### config.mk
export PLATFORM = sky130hd
export DESIGN_NAME = apb_mtimer
export DESIGN_NICKNAME = d
export VERILOG_FILES = /design/src/rtl/zeroheti_pkg.sv /design/src/rtl/apb_mtimer_presc.sv /design/src/rtl/apb_mtimer.sv
export SDC_FILE = /design/constraint.sdc
export NUM_CORES = 1
export LEC_CHECK = 0
export ABC_AREA = 1
export BUFFER_PORTS_ARGS = -buffer_cell sky130_fd_sc_hd__buf_2
export CORE_MARGIN = 3
export CORE_UTILIZATION = 35
export DETAILED_ROUTE_END_ITERATION = 10
export PLACE_DENSITY = 0.56
export SETUP_SLACK_MARGIN = 0.15
export SYNTH_ARGS = -nofsm -noshare
export SYNTH_HDL_FRONTEND = slang
export SYNTH_SLANG_ARGS = --single-unit
### constraint.sdc
create_clock -name clk_i -period 2 [get_ports clk_i]
set_input_delay 0 -clock clk_i [delete_from_list [all_inputs] [get_ports clk_i]]
set_output_delay 0 -clock clk_i [all_outputs]
set_load 0.005 [all_outputs]
### src/rtl/zeroheti_pkg.sv
// Shared definitions for the APB machine timer.
// Register offsets (word index) and CTRL layout.
package zeroheti_pkg;

    localparam logic [2:0] OFF_MTIME_LO    = 3'd0;
    localparam logic [2:0] OFF_MTIME_HI    = 3'd1;
    localparam logic [2:0] OFF_MTIMECMP_LO = 3'd2;
    localparam logic [2:0] OFF_MTIMECMP_HI = 3'd3;
    localparam logic [2:0] OFF_CTRL        = 3'd4;
    localparam logic [2:0] OFF_STATUS      = 3'd5;

    // CTRL: [31:8] presc, [7:2] reserved, [1] irq_en, [0] en
    typedef struct packed {
        logic [23:0] presc;
        logic [5:0]  rsvd;
        logic        irq_en;
        logic        en;
    } ctrl_t;

    // Unmapped offsets and writes to the read-only STATUS word fault.
    function automatic logic access_err(
        input logic [2:0] off,
        input logic       wr
    );
        return (off > OFF_STATUS) || (wr && off == OFF_STATUS);
    endfunction

endpackage

### src/rtl/apb_mtimer_presc.sv
// Prescaler for the machine timer.
// Emits a one-cycle tick every presc_i+1 enabled cycles.
module apb_mtimer_presc #(
    parameter int unsigned PrescWidth = 8
) (
    input  logic                  clk_i,
    input  logic                  rst_ni,
    input  logic                  en_i,
    input  logic                  clr_i,
    input  logic [PrescWidth-1:0] presc_i,
    output logic                  tick_o
);

    logic [PrescWidth-1:0] cnt_q;

    assign tick_o = en_i && (cnt_q == presc_i);

    // Count enabled cycles; restart on wrap, disable or CTRL write.
    always_ff @(posedge clk_i) begin
        if (!rst_ni) begin
            cnt_q <= '0;
        end else if (!en_i || clr_i || tick_o) begin
            cnt_q <= '0;
        end else begin
            cnt_q <= cnt_q + PrescWidth'(1);
        end
    end

endmodule

### src/rtl/apb_mtimer.sv
// APB machine timer: 64-bit mtime/mtimecmp with prescaler,
// coherent LO/HI read via shadow, level interrupt.
module apb_mtimer
    import zeroheti_pkg::*;
#(
    parameter int unsigned AddrWidth  = 32,
    parameter int unsigned DataWidth  = 32,
    parameter int unsigned PrescWidth = 8
) (
    input  logic                 clk_i,
    input  logic                 rst_ni,
    input  logic                 psel_i,
    input  logic                 penable_i,
    input  logic                 pwrite_i,
    input  logic [AddrWidth-1:0] paddr_i,
    input  logic [DataWidth-1:0] pwdata_i,
    output logic [DataWidth-1:0] prdata_o,
    output logic                 pready_o,
    output logic                 pslverr_o,
    output logic                 timer_irq_o
);

    logic [63:0] mtime_q;
    logic [63:0] mtimecmp_q;
    logic [31:0] shadow_q;
    ctrl_t       ctrl_q;
    logic        irq_q;

    logic       access;
    logic       err;
    logic       wr_ok;
    logic       rd_ok;
    logic [2:0] off;
    logic       we_mlo;
    logic       we_mhi;
    logic       we_clo;
    logic       we_chi;
    logic       we_ctrl;
    logic       pending;
    logic       tick;
    logic       unused_paddr;

    assign off    = paddr_i[4:2];
    assign access = psel_i & penable_i;
    assign err    = access & access_err(off, pwrite_i);
    assign wr_ok  = access & pwrite_i & ~err;
    assign rd_ok  = access & ~pwrite_i & ~err;

    assign we_mlo  = wr_ok & (off == OFF_MTIME_LO);
    assign we_mhi  = wr_ok & (off == OFF_MTIME_HI);
    assign we_clo  = wr_ok & (off == OFF_MTIMECMP_LO);
    assign we_chi  = wr_ok & (off == OFF_MTIMECMP_HI);
    assign we_ctrl = wr_ok & (off == OFF_CTRL);

    assign pending     = (mtime_q >= mtimecmp_q);
    assign pready_o    = access;
    assign pslverr_o   = err;
    assign timer_irq_o = irq_q;

    assign unused_paddr = ^{paddr_i[AddrWidth-1:5], paddr_i[1:0]};

    apb_mtimer_presc #(
        .PrescWidth (PrescWidth)
    ) u_presc (
        .clk_i   (clk_i),
        .rst_ni  (rst_ni),
        .en_i    (ctrl_q.en),
        .clr_i   (we_ctrl),
        .presc_i (ctrl_q.presc[PrescWidth-1:0]),
        .tick_o  (tick)
    );

    // Read mux; non-read cycles and faulting reads return zero.
    always_comb begin
        prdata_o = '0;
        if (rd_ok) begin
            case (off)
                OFF_MTIME_LO:    prdata_o = mtime_q[31:0];
                OFF_MTIME_HI:    prdata_o = shadow_q;
                OFF_MTIMECMP_LO: prdata_o = mtimecmp_q[31:0];
                OFF_MTIMECMP_HI: prdata_o = mtimecmp_q[63:32];
                OFF_CTRL:        prdata_o = ctrl_q;
                OFF_STATUS:      prdata_o = {31'b0, pending};
                default:         prdata_o = '0;
            endcase
        end
    end

    // mtime: a software write beats the tick in the same cycle.
    always_ff @(posedge clk_i) begin
        if (!rst_ni) begin
            mtime_q <= '0;
        end else if (we_mlo) begin
            mtime_q[31:0] <= pwdata_i;
        end else if (we_mhi) begin
            mtime_q[63:32] <= pwdata_i;
        end else if (tick) begin
            mtime_q <= mtime_q + 64'd1;
        end
    end

    // Shadow holds the high word seen by the last LO read.
    always_ff @(posedge clk_i) begin
        if (!rst_ni) begin
            shadow_q <= '0;
        end else if (rd_ok && off == OFF_MTIME_LO) begin
            shadow_q <= mtime_q[63:32];
        end else if (we_mhi) begin
            shadow_q <= pwdata_i;
        end
    end

    // Compare value and control register writes.
    always_ff @(posedge clk_i) begin
        if (!rst_ni) begin
            mtimecmp_q <= '1;
            ctrl_q     <= '0;
        end else begin
            if (we_clo) mtimecmp_q[31:0]  <= pwdata_i;
            if (we_chi) mtimecmp_q[63:32] <= pwdata_i;
            if (we_ctrl) begin
                ctrl_q.presc  <= 24'(pwdata_i[8 +: PrescWidth]);
                ctrl_q.rsvd   <= '0;
                ctrl_q.irq_en <= pwdata_i[1];
                ctrl_q.en     <= pwdata_i[0];
            end
        end
    end

    // Registered level interrupt from the current compare.
    always_ff @(posedge clk_i) begin
        if (!rst_ni) begin
            irq_q <= 1'b0;
        end else begin
            irq_q <= pending & ctrl_q.irq_en;
        end
    end

endmodule

* After elaboration in Yosys (flattened, before gate mapping)
Cells that the tools add are included.
Operators by class: equal/unequal tests 7, bitwise gates (word level) 16, multiplexer cells 8, magnitude comparators 2, reduce and logical (&&, ||, !) cells 14, $add $sub $neg 2
Operators with widths (number):
- 32-bit two-way mux | 6
- 32-bit case mux with 6 select lines | 1
- 64-bit by 1-bit adder with 64-bit output (second input constant) | 1
- 64-bit >= comparator | 1
- 64-bit two-way mux | 1
- 1-bit bitwise AND | 12
- 8-bit by 1-bit adder with 8-bit output (second input constant) | 1
- 8-bit equality test | 1
- 3-bit by 2-bit equality test with 1-bit output (second input constant) | 2
- 3-bit equality test (second input constant) | 2
- 2-bit nonzero test | 3
- 1-bit NOT | 4
- 2-bit AND reduction | 2
- 3-bit by 1-bit equality test with 1-bit output (second input constant) | 1
- 3-bit > comparator (second input constant) | 1
- 1-bit logical AND | 3
- 3-bit zero test | 1
- 1-bit logical OR | 3
- 2-bit != test (second input constant) | 1
- 2-bit OR reduction | 1
- 1-bit zero test | 1
Storage, ports and cells: output and inout bits 35, logic and storage cells 59, bits in registers 179, input bits 69

* Longest topological paths before layout
depth in word-level cells 10, mapped depth 16, mapped depth without buffers 16

* Modules after synthesis
A second synthesis with hierarchy kept.
Unflattened totals: cells, all modules 1708, area total of the unflattened synthesis 11452.2 um^2
Modules (own cells, without submodules):
- apb_mtimer | times used 1, sequential area each 3423.3 um^2, area each 10915.5 um^2, cells each 1620
- apb_mtimer_presc | times used 1, sequential area each 160.2 um^2, area each 536.8 um^2, cells each 88

* Worst setup path before layout
OpenSTA, ideal clock, no wires.
path kind register to register, start register mtime_q[1], end register mtime_q[34], path slack 0.236 ns, buffers on the path 0, data arrival time 1.648 ns, required time 1.884 ns, setup time 0.116 ns, cell stages (with the launch flop) 13, period minus slack after synthesis 1.764 ns, path through dfxtp_1 > ha_1 > nand3_2 > nor2_4 > nand2_2 > nor2_1 > nand2_1 > nor2_2 > nand2_1 > nand3_1 > o21ai_0 > nor2_1 > nor2_1
Between the ends: word-level cells in the longest chain between the ends 3
RTL lines:
- start: declaration | RTL line apb_mtimer.sv:23 | logic [63:0] mtime_q;
- start signal: assignment | RTL line apb_mtimer.sv:94 | mtime_q[31:0] <= pwdata_i;
- start signal: assignment | RTL line apb_mtimer.sv:98 | mtime_q <= mtime_q + 64'd1;
- 64-bit by 1-bit adder with 64-bit output | RTL line apb_mtimer.sv:98
- 64-bit two-way mux | RTL line apb_mtimer.sv:97 | end else if (tick) begin
- 32-bit two-way mux | RTL line apb_mtimer.sv:95 | end else if (we_mhi) begin
No other way between the ends. The select of a mux whose other input is x is not followed. A chain may end at the register's enable or synchronous reset.

* Final worst setup path
start register mtimecmp_q[15], end output port prdata_o[0]
Between the ends: word-level cells in the longest chain between the ends 3
RTL lines:
- start: declaration | RTL line apb_mtimer.sv:24 | logic [63:0] mtimecmp_q;
- start signal: assignment | RTL line apb_mtimer.sv:119 | if (we_clo) mtimecmp_q[31:0] <= pwdata_i;
- 64-bit >= comparator | RTL line apb_mtimer.sv:55 | assign pending = (mtime_q >= mtimecmp_q);
- 32-bit case mux with 6 select lines | RTL line apb_mtimer.sv:77 | case (off)
- 32-bit two-way mux | RTL line apb_mtimer.sv:76 | if (rd_ok) begin
- end: declaration | RTL line apb_mtimer.sv:17 | output logic [DataWidth-1:0] prdata_o,
No other way between the ends.

==> impl_metrics.toml <==
[place]
dpl.hpwl_microns = 38200
post-place-ws_ps = -111
finalWeightedCongestion = 0.965
portBuffers = 74
place_area_sq_um = 14100
place_inst = 2482

[sta]
maxSlewViolCount = 0
setup_ws_ps = -399
hold_ws_ps = 33.9
setup_viol = 2
grt_setup_unrepaired = "yes"
fin_skew_ps = 17.9
slew_headroom_pct = 50.7
post-route-period-util_pct = 120
hold_violations = 0
max_freq_mhz = 417
min_period_ps = 2400
tightestPinTransition_ps = 739

[layout]
drive_above_1_share_pct = 31.9
layout_common_cells = "nand2_1 (369), inv_1 (227), buf_4 (189)"
final_cell_area_sq_um = 16900
final_common_cell = "nand2_1"
fin_nets = 2269
diodes = 0
area_growth_pct = 43.5
fill_cells = 3260
final_cells = 2589

[clocking]
clockBufferDepth = 2
cts_tree = "yes"
clk_pin_slew_ps = 80
htreeDepth = 4
root_buffer = "clkbuf_16"
cts_inserted_buffers = 17
cts_sinks = 179
clk_latency_ps = 470

[global_route]
antenna_found_initial = 1
met1_usage_pct = 38.3
use_met2_pct = 47.2
grt_overflow_total = 0
grt_pass1_vias = 13400
grt_pass1_wl_microns = 78700
grt.busiest_layer = "met2"
use_met3_pct = 4.18
track_usage_pct = 28.5
grt_max_degree = 72

[power_and_ir_drop]
leakagePower_nw = 7.77
pwr_density_cell_nw_per_um2 = 472
clockPowerShare_pct = 46.4
p_int_mw = 5.83
irDropWorstVdd_mv = 0.632
switchingPower_mw = 2.16
seq_power_share_pct = 45.1
power.share.switching_pct = 27.1
combinationalPowerShare_pct = 8.5

[hold_path]
whs_path_depth = 3
worstHoldPathType = "in2reg"

[worst_setup_path]
cp_slowest_cell = "dfxtp_2"
crit_path_end_kind = "output pin"
cp_top_family = "simple AND/OR/NAND/NOR gates"
crit_chain = "inv_2 > ha_4 > nand2_4 > nor2_4 > nand2_1 > a21oi_2 > nor2_1 > nand2_1 > nand2_1 > nand2_1 > nand2_1 > nand2_2 > nand2_2 > a21oi_2 > buf_2"
worstSetupPathType = "reg2out"
path_max_fanout = 3
crit_path_start_kind = "register"
critPathRequiredTime_ps = 2000
ff2ff_path_depth = 12
arrival_ps = 2400
max_stage_delay_ps = 340
cpMostUsedCell = "nand2_1"
cp.buffers_inverters = 2
crit_cells = 15

[floorplan]
die_w_microns = 190
dieArea_sq_um = 36000
rows = 66
core_sq_um = 32900
pin_count = 104
die_h_microns = 190
initial_core_util_pct = 35.9

[logic_synthesis]
synth.distinct_cells = 41
syn_area_sq_um = 11800
seq_area_frac_synth_pct = 30.4
yosys_warnings = 0
synthFlopType = "dfxtp_1"
syn-num-nets = 1969
synthArstFlopShare_pct = 0
synth_edf_count = 0
avgSynthCellArea_sq_um = 6.44
ys_ff_latch = 179
netlist_instances = 1834

[drt]
dr.pass1.iters = 5
wl_microns = 52700
drtIter0Drc = 1398
vias = 14000
ant_nets = 0
routed_via_density = 5.42
routedWlPerCell_microns = 20.3
route.detailed.drc = 0

[run_status]
violations = "negative setup slack"
status = "finished, violations left"

[run]
drv_cap = 0
## metal layers
layer  vias to the layer above  wire [microns]
met1                      6705           22800
met2                       622           24500
met3                        86            4090
met4                         2            1330
li1                       6629               -
met5                         -              13
## worst register-to-register path: cells and delay by family, from the launching register on
family / cells / cell delay [ps]
and+or+nand+nor: 5 / 670
buffers and inverters: 5 / 560
DFF: 1 / 350
xor gates and xnor gates: 1 / 220
AOI/OAI and AO/OA: 1 / 130
## sequential cells by signal, indices dropped and copies added (netlist names)
name           count
timer_irq_o        1
shadow_q          32
ctrl_q            10
u_presc.cnt_q      8
mtime_q           64
mtimecmp_q        64
## worst paths after layout
| path | from | end | slack (ps) |
|---|---|---|---|
| worst max-delay path | mtimecmp_q[15] | prdata_o[0] | -400 |
| worst min-delay path | rst_ni | mtimecmp_q[32] | 30 |
| worst max register to register | mtime_q[1] | mtime_q[63] | 10 |
| worst min register to register | shadow_q[30] | shadow_q[30] | 470 |
## area by class of cell
class / count / area [sq um] / area share (%)
clock buffers: 20 / 437 / 2.58
multi-input cells: 1316 / 8180 / 48.3
clock inverters: 12 / 168 / 0.990
flip-flops and latches: 179 / 3690 / 21.8
inverters: 264 / 1010 / 5.99
well taps: 442 / 553 / 3.26
repair buffers: 356 / 2900 / 17.1
## repair_timing
item / 4_1_cts / 5_1_grt
buffers inserted: 8 / 34
pin swaps: 37 / 143
endpoints found under the hold margin: 132 / 0
setup endpoints to repair: 55 / 67
cloned: 1 / 1
gates resized for setup: 164 / 303
hold buffers: 32 / 0
## Yosys cell counts, types with 2 or more instances
library cell / number / share of area, %
nand2_1: 429 / 14
inv_1: 256 / 8.1
nor2_1: 224 / 7.1
dfxtp_1: 179 / 30
a21oi_1: 140 / 5.9
o21ai_0: 122 / 5.2
ha_1: 66 / 7.0
nand3_1: 51 / 2.2
o22ai_1: 50 / 2.6
nor3_1: 44 / 1.9
clkbuf_1: 39 / 1.2
xor2_1: 35 / 2.6
o211ai_1: 32 / 2.0
a221oi_1: 28 / 2.1
nand4_1: 28 / 1.5
buf_2: 27 / 1.1
a31oi_1: 12 / 0.64
nand3b_1: 9 / 0.57
inv_2: 6 / 0.19
nor2_2: 5 / 0.26
nor2_4: 5 / 0.48
xnor2_1: 5 / 0.37
buf_1: 4 / 0.13
nand2_2: 4 / 0.21
nor3_2: 4 / 0.34
nor3b_1: 4 / 0.25
a22oi_1: 3 / 0.19
buf_6: 3 / 0.29
o21ai_1: 3 / 0.13
o2bb2ai_1: 3 / 0.22
buf_4: 2 / 0.13
inv_4: 2 / 0.11
o21a_1: 2 / 0.13
## stage by stage
step,TNS (ps),total power [mW],util (%)
after global routing,-2280,8.20,51.5
after global placement,-279,4.28,42.8
final,-516,7.99,51.5
after floorplan,0,3.99,-
after detailed placement,-444,4.28,42.8
after CTS,-402,8.01,47.7
## power by group through the flow
stage               Sequential (mW)  Combinational, mW  Clock (mW)
detailed placement             3.70              0.578           0
floorplan                      3.70              0.288           0
global placement               3.70              0.577           0
finish                         3.60              0.679        3.71
CTS                            3.62              0.642        3.76
global route                   3.61              0.729        3.87
## cell families after synthesis
logic type / synth area share, %
buffers and inverters: 11.4
adder cells (fa/ha/maj): 7.00
AND/OR/NAND/NOR: 28.9
AO/OA/AOI/OAI: 19.4
XOR/XNOR: 2.97
flip-flops: 30.4
(Power assumes the default switching activity.)
